===== src/rtl/des_pkg.sv =====
// Shared DES key-schedule tables and constants: PC1/PC2 selections and per-round shift amounts.
package des_pkg;

    localparam int DES_ROUNDS   = 16;
    localparam int DES_KEY_W    = 64;
    localparam int DES_CD_W     = 28;
    localparam int DES_SUBKEY_W = 48;
    localparam int DES_SALT_W   = 12;

    // Entries are DES bit numbers (1 = MSB of the source word), listed in output order.
    localparam logic [5:0] PC1_TAB [0:55] = '{
        6'd57, 6'd49, 6'd41, 6'd33, 6'd25, 6'd17, 6'd9,
        6'd1,  6'd58, 6'd50, 6'd42, 6'd34, 6'd26, 6'd18,
        6'd10, 6'd2,  6'd59, 6'd51, 6'd43, 6'd35, 6'd27,
        6'd19, 6'd11, 6'd3,  6'd60, 6'd52, 6'd44, 6'd36,
        6'd63, 6'd55, 6'd47, 6'd39, 6'd31, 6'd23, 6'd15,
        6'd7,  6'd62, 6'd54, 6'd46, 6'd38, 6'd30, 6'd22,
        6'd14, 6'd6,  6'd61, 6'd53, 6'd45, 6'd37, 6'd29,
        6'd21, 6'd13, 6'd5,  6'd28, 6'd20, 6'd12, 6'd4
    };

    localparam logic [5:0] PC2_TAB [0:47] = '{
        6'd14, 6'd17, 6'd11, 6'd24, 6'd1,  6'd5,
        6'd3,  6'd28, 6'd15, 6'd6,  6'd21, 6'd10,
        6'd23, 6'd19, 6'd12, 6'd4,  6'd26, 6'd8,
        6'd16, 6'd7,  6'd27, 6'd20, 6'd13, 6'd2,
        6'd41, 6'd52, 6'd31, 6'd37, 6'd47, 6'd55,
        6'd30, 6'd40, 6'd51, 6'd45, 6'd33, 6'd48,
        6'd44, 6'd49, 6'd39, 6'd56, 6'd34, 6'd53,
        6'd46, 6'd42, 6'd50, 6'd36, 6'd29, 6'd32
    };

    // Shifts sum to 28, so a full pass returns C,D to the loaded value.
    localparam logic [1:0] SHIFT_TAB [0:15] = '{
        2'd1, 2'd1, 2'd2, 2'd2, 2'd2, 2'd2, 2'd2, 2'd2,
        2'd1, 2'd2, 2'd2, 2'd2, 2'd2, 2'd2, 2'd2, 2'd1
    };

    typedef enum logic {
        ST_IDLE = 1'b0,
        ST_RUN  = 1'b1
    } kg_state_e;

    function automatic logic [27:0] rotl_cd(input logic [27:0] x, input logic [1:0] n);
        case (n)
            2'd1:    rotl_cd = {x[26:0], x[27]};
            2'd2:    rotl_cd = {x[25:0], x[27:26]};
            default: rotl_cd = x;
        endcase
    endfunction

endpackage


===== src/rtl/des_pc2.sv =====
// PC2 compression: 56-bit {C,D} to 48-bit round subkey, pure wiring.
module des_pc2
    import des_pkg::*;
(
    input  logic [55:0] cd_i,
    output logic [47:0] subkey_o
);

    for (genvar i = 0; i < DES_SUBKEY_W; i++) begin : g_bit
        localparam int SRC = 56 - int'(PC2_TAB[i]);
        assign subkey_o[47 - i] = cd_i[SRC];
    end

endmodule


===== src/rtl/des_round_key_gen.sv =====
// Salted DES round-key source: one {salt, subkey} word per handshake, 16 x ITERATIONS per load.
// Build option DES_KEYGEN_OUTREG_EN registers K_OUT/ROUND/ITER/LAST in a one-entry output stage.
module des_round_key_gen
    import des_pkg::*;
#(
    parameter int ITERATIONS = 25
)
(
    input  logic        CLK,
    input  logic        RST,
    input  logic [63:0] KEY_IN,
    input  logic [11:0] SALT_IN,
    input  logic        LOAD_VALID,
    output logic        LOAD_READY,
    output logic [59:0] K_OUT,
    output logic        K_VALID,
    input  logic        K_READY,
    output logic [3:0]  ROUND,
    output logic [4:0]  ITER,
    output logic        LAST,
    output logic        DONE
);

    localparam logic [4:0] LAST_ITER = 5'(ITERATIONS - 1);

    kg_state_e   state_q, state_d;
    logic [27:0] c_q, c_d, d_q, d_d;
    logic [11:0] salt_q, salt_d;
    logic [3:0]  round_q, round_d;
    logic [4:0]  iter_q, iter_d;
    logic        done_q, done_d;

    logic [55:0] pc1_s;
    logic [47:0] subkey_s;
    logic [1:0]  shift_s;
    logic        src_valid_s, src_ready_s, src_last_s, src_fire_s;
    logic [59:0] src_k_s;
    logic        k_valid_s, k_last_s, load_ready_s;
    logic        unused_parity_s;

    for (genvar j = 0; j < 56; j++) begin : g_pc1
        localparam int SRC = DES_KEY_W - int'(PC1_TAB[j]);
        assign pc1_s[55 - j] = KEY_IN[SRC];
    end

    assign unused_parity_s = ^{KEY_IN[56], KEY_IN[48], KEY_IN[40], KEY_IN[32],
                               KEY_IN[24], KEY_IN[16], KEY_IN[8],  KEY_IN[0]};

    des_pc2 u_pc2 (
        .cd_i     ({c_q, d_q}),
        .subkey_o (subkey_s)
    );

    assign src_valid_s = (state_q == ST_RUN);
    assign src_last_s  = src_valid_s && (round_q == 4'd15) && (iter_q == LAST_ITER);
    assign src_k_s     = src_valid_s ? {salt_q, subkey_s} : 60'd0;
    assign src_fire_s  = src_valid_s && src_ready_s;
    assign shift_s     = SHIFT_TAB[round_q + 4'd1];

    // Next-state for the load/run sequencer, key halves and round/iteration counters.
    always_comb begin
        state_d = state_q;
        c_d     = c_q;
        d_d     = d_q;
        salt_d  = salt_q;
        round_d = round_q;
        iter_d  = iter_q;
        case (state_q)
            ST_IDLE: begin
                if (LOAD_VALID && load_ready_s) begin
                    c_d     = rotl_cd(pc1_s[55:28], SHIFT_TAB[0]);
                    d_d     = rotl_cd(pc1_s[27:0], SHIFT_TAB[0]);
                    salt_d  = SALT_IN;
                    round_d = 4'd0;
                    iter_d  = 5'd0;
                    state_d = ST_RUN;
                end else begin
                    state_d = ST_IDLE;
                end
            end
            ST_RUN: begin
                if (src_fire_s) begin
                    round_d = round_q + 4'd1;
                    c_d     = rotl_cd(c_q, shift_s);
                    d_d     = rotl_cd(d_q, shift_s);
                    if (src_last_s) begin
                        iter_d  = 5'd0;
                        state_d = ST_IDLE;
                    end else if (round_q == 4'd15) begin
                        iter_d = iter_q + 5'd1;
                    end else begin
                        iter_d = iter_q;
                    end
                end else begin
                    state_d = ST_RUN;
                end
            end
            default: state_d = ST_IDLE;
        endcase
    end

    assign done_d = k_valid_s && K_READY && k_last_s;

    // Sequencer, key-schedule and DONE registers.
    always_ff @(posedge CLK or posedge RST) begin
        if (RST) begin
            state_q <= ST_IDLE;
            c_q     <= 28'd0;
            d_q     <= 28'd0;
            salt_q  <= 12'd0;
            round_q <= 4'd0;
            iter_q  <= 5'd0;
            done_q  <= 1'b0;
        end else begin
            state_q <= state_d;
            c_q     <= c_d;
            d_q     <= d_d;
            salt_q  <= salt_d;
            round_q <= round_d;
            iter_q  <= iter_d;
            done_q  <= done_d;
        end
    end

`ifdef DES_KEYGEN_OUTREG_EN
    logic        ovalid_q, ovalid_d;
    logic [59:0] ok_q, ok_d;
    logic [3:0]  oround_q, oround_d;
    logic [4:0]  oiter_q, oiter_d;
    logic        olast_q, olast_d;

    // Output stage refills whenever it is empty or being drained, keeping full throughput.
    assign src_ready_s = !ovalid_q || K_READY;

    // Output stage next-state: capture the source word when the stage can accept it.
    always_comb begin
        ovalid_d = ovalid_q;
        ok_d     = ok_q;
        oround_d = oround_q;
        oiter_d  = oiter_q;
        olast_d  = olast_q;
        if (src_ready_s) begin
            ovalid_d = src_valid_s;
            ok_d     = src_k_s;
            oround_d = round_q;
            oiter_d  = iter_q;
            olast_d  = src_last_s;
        end else begin
            ovalid_d = ovalid_q;
        end
    end

    // Output stage registers.
    always_ff @(posedge CLK or posedge RST) begin
        if (RST) begin
            ovalid_q <= 1'b0;
            ok_q     <= 60'd0;
            oround_q <= 4'd0;
            oiter_q  <= 5'd0;
            olast_q  <= 1'b0;
        end else begin
            ovalid_q <= ovalid_d;
            ok_q     <= ok_d;
            oround_q <= oround_d;
            oiter_q  <= oiter_d;
            olast_q  <= olast_d;
        end
    end

    assign k_valid_s    = ovalid_q;
    assign k_last_s     = olast_q;
    assign load_ready_s = (state_q == ST_IDLE) && !ovalid_q;
    assign K_OUT        = ok_q;
    assign ROUND        = oround_q;
    assign ITER         = oiter_q;
`else
    assign src_ready_s  = K_READY;
    assign k_valid_s    = src_valid_s;
    assign k_last_s     = src_last_s;
    assign load_ready_s = (state_q == ST_IDLE);
    assign K_OUT        = src_k_s;
    assign ROUND        = round_q;
    assign ITER         = iter_q;
`endif

    assign K_VALID    = k_valid_s;
    assign LAST       = k_last_s;
    assign LOAD_READY = load_ready_s;
    assign DONE       = done_q;

endmodule


===== config.mk =====
export PLATFORM = sky130hd
export DESIGN_NAME = des_round_key_gen
export DESIGN_NICKNAME = d
export VERILOG_FILES = /design/src/rtl/des_pkg.sv /design/src/rtl/des_pc2.sv /design/src/rtl/des_round_key_gen.sv
export SDC_FILE = /design/constraint.sdc
export NUM_CORES = 1
export LEC_CHECK = 0
export CAP_MARGIN = 20
export CORE_UTILIZATION = 50
export DETAILED_ROUTE_END_ITERATION = 10
export GPL_TIMING_DRIVEN = 0
export PLACE_DENSITY = 0.87
export SLEW_MARGIN = 25
export SYNTH_ARGS = -nofsm -noshare
export SYNTH_HDL_FRONTEND = slang
export SYNTH_HIERARCHICAL = 1
export SYNTH_SLANG_ARGS = --single-unit

===== constraint.sdc =====
create_clock -name CLK -period 7.2 [get_ports CLK]
set_clock_uncertainty 0.15 [all_clocks]
set_input_delay 1.44 -clock CLK [delete_from_list [all_inputs] [get_ports CLK]]
set_output_delay 1.44 -clock CLK [all_outputs]
set_load 0.02 [all_outputs]

==> reports/metrics.csv <==
metric;value;unit
status;finished, final reports clean;
powerDensity;434;nW/um^2
grt_max_degree;53;
coreArea;12600;sq um
portBuffers;144;
fin_area;8400;sq um
rsz0062_at_grt;no;
hp-class;reg2reg;
setup_viol;0;
io_pins;153;
worst_setup_path_end_kind;output pin;
ant_nets;0;
ctsHtreeMaxLevel;3;
num-fill-cells;970;
initial_utilization;51.2;%
r2r_setup_slack;4.08;ns
postCtsHoldBufs;0;
routed_wl;19.0;mm
synth_area_leader_cell;dfrtp_1;
arrival;3.58;ns
grt_pass1_vias;6162;
grt_pass1_wl;31.1;mm
antenna_cells;0;
finalMaxSlewViolations;0;
vias_per_cell;6.20;
syn_avg_cell_area;9.93;sq um
cp_max_fo;10;
nNetsFinal;890;
dp_cells;965;
synth_edf_count;0;
clock_latency;0.34;ns
crit_type;reg2out;
post_cts_buffers;0;
leakage;3.11;nW
antenna_found_initial;0;
synth_fa_ha_area_share;1.17;%
synthXorXnorAreaFrac;0.681;%
cts_buffers;9;
yosys_warnings;6;
clockRootBuffer;clkbuf_16;
drcViolationCount;0;
wl_per_cell;19.4;um
syn_inst;648;
synth_top_area_share;30.7;%
dp_hpwl;13.6;mm
drv_cap;0;
first_pass_iters;6;
num_rows;41;
post-route-min-period;5.17;ns
die_area;13300;sq um
grtUsageTotal;29.7;%
cts_resized;0;
synthSimpleGateAreaFrac;16.4;%
instances_no_fill;979;
final_cell_mix;clkdlybuf4s50_1, dfrtp_1, and2_1, o21ai_0, o31ai_1;
slew_headroom;52.5;%
cp-start-kind;register;
period_share;71.8;%
worstMarginPinSlew;0.712;ns
hold_viol;0;
synth_seq_cells;79;
timing.fmax;194;MHz
placed_cell_area;8130;sq um
cts_tree;yes;
fp.dieH;115;um
numClockSinks;79;
drtIter0Drc;574;
cts_buffer_depth;2;
seq_area_frac_synth;30.7;%
cp.required;5.61;ns
synthMuxAreaShare;0.175;%
drive_gt1_share;16.6;%
gp_congestion;0.866;
synth_area;6430;sq um
synth_nets;734;
synth_top_family_by_area;compound AO/OA/AOI/OAI gates;
async_reset_ff_share;100;%
synth_ff_type;dfrtp_1;
synth_compound_area_share;39.6;%
die_x;115;um
synth_area_leaders;dfrtp_1, a2111oi_4, a221oi_1;
clk_pin_slew;0.06;ns
vdd_drop_max;0.197;mV
synth_cell_types;38;
num_vias;6070;
overflow;0;
fin_tns_setup;0;ns
area_growth;30.5;%
final_common_cell;clkdlybuf4s50_1;
## report_power, final
group          leakage [nW]  internal [mW]  switching, mW
Clock                 0.131          0.250          0.184
Sequential            0.984          0.625          0.259
Combinational          2.00           1.25           1.08
Total                  3.11           2.12           1.52
## through the flow
step	hold WS, ns	power [mW]	util, %	setup WS [ns]
floorplan	0.287	2.53	-	3.39
global placement	0.300	3.08	64.4	2.22
detailed placement	0.309	3.18	64.6	2.50
CTS	0.324	3.62	66.8	2.14
global route	0.354	3.86	66.8	1.94
finish	0.326	3.65	66.8	2.03
## Yosys cell counts (all sizes together) (6+ instances only)
cell and number:
a2111oi 56, a221oi 56, and2 61, buf 77, clkbuf 44, dfrtp 79
ha 6, inv 7, nand2 45, nor2b 57, o21ai 63, o31ai 58
## cell families (layout without fill, tap and decap cells)
group                    Yosys count  count (layout)
AO/OA/AOI/OAI                    242             242
adder cells (fa/ha/maj)            6               6
buffers and inverters            128             287
AND/OR/NAND/NOR                  187             187
XOR/XNOR                           5               5
flip-flops                        79              79
multiplexers                       1               1
## registers in the layout, summed over array words and instances, names as in the netlist
register  count
DONE          1
ITER          5
K_VALID       1
ROUND         4
c_q          28
d_q          28
salt_q       12
## final timing paths
kind,cells past startpoint,start,end
setup / recovery,7,K_VALID$_DFF_PP0_,K_OUT[20]
hold / removal,2,salt_q[11]$_DFFE_PP0P_,salt_q[11]$_DFFE_PP0P_
min in group asynchronous,2,RST,salt_q[4]$_DFFE_PP0P_
hold reg to reg,2,salt_q[11]$_DFFE_PP0P_,salt_q[11]$_DFFE_PP0P_
max in group asynchronous,3,RST,c_q[22]$_DFFE_PP0P_
setup reg to reg,10,ROUND[0]$_DFFE_PP0P_,c_q[13]$_DFFE_PP0P_
## cell type report
| class | count | area (sq um) | area share [%] |
|---|---|---|---|
| multi-input cells | 441 | 3730 | 44.5 |
| flip-flops and latches | 79 | 1980 | 23.5 |
| repair buffers | 145 | 1470 | 17.5 |
| plain buffers | 121 | 702 | 8.36 |
| clock buffers | 12 | 256 | 3.05 |
| well taps | 172 | 215 | 2.56 |
| inverters | 7 | 28.8 | 0.343 |
| clock inverters | 2 | 16.3 | 0.194 |
## layer usage
metal	track usage, %	share of wire, %	vias up
met3	7.01	9.0	52
met1	37.1	40	2955
met4	12.7	2.8	0
li1	-	-	2715
met5	0	0	-
met2	49.1	48	348
## worst max-delay path: stages, from the launching register on
cell	delay, ns
dfrtp_1	0.36
buf_2	0.25
buf_2	0.30
clkbuf_1	0.44
clkbuf_1	0.47
clkbuf_1	0.51
and2_1	0.28
clkdlybuf4s50_1	0.62
(Power assumes the default switching activity.)
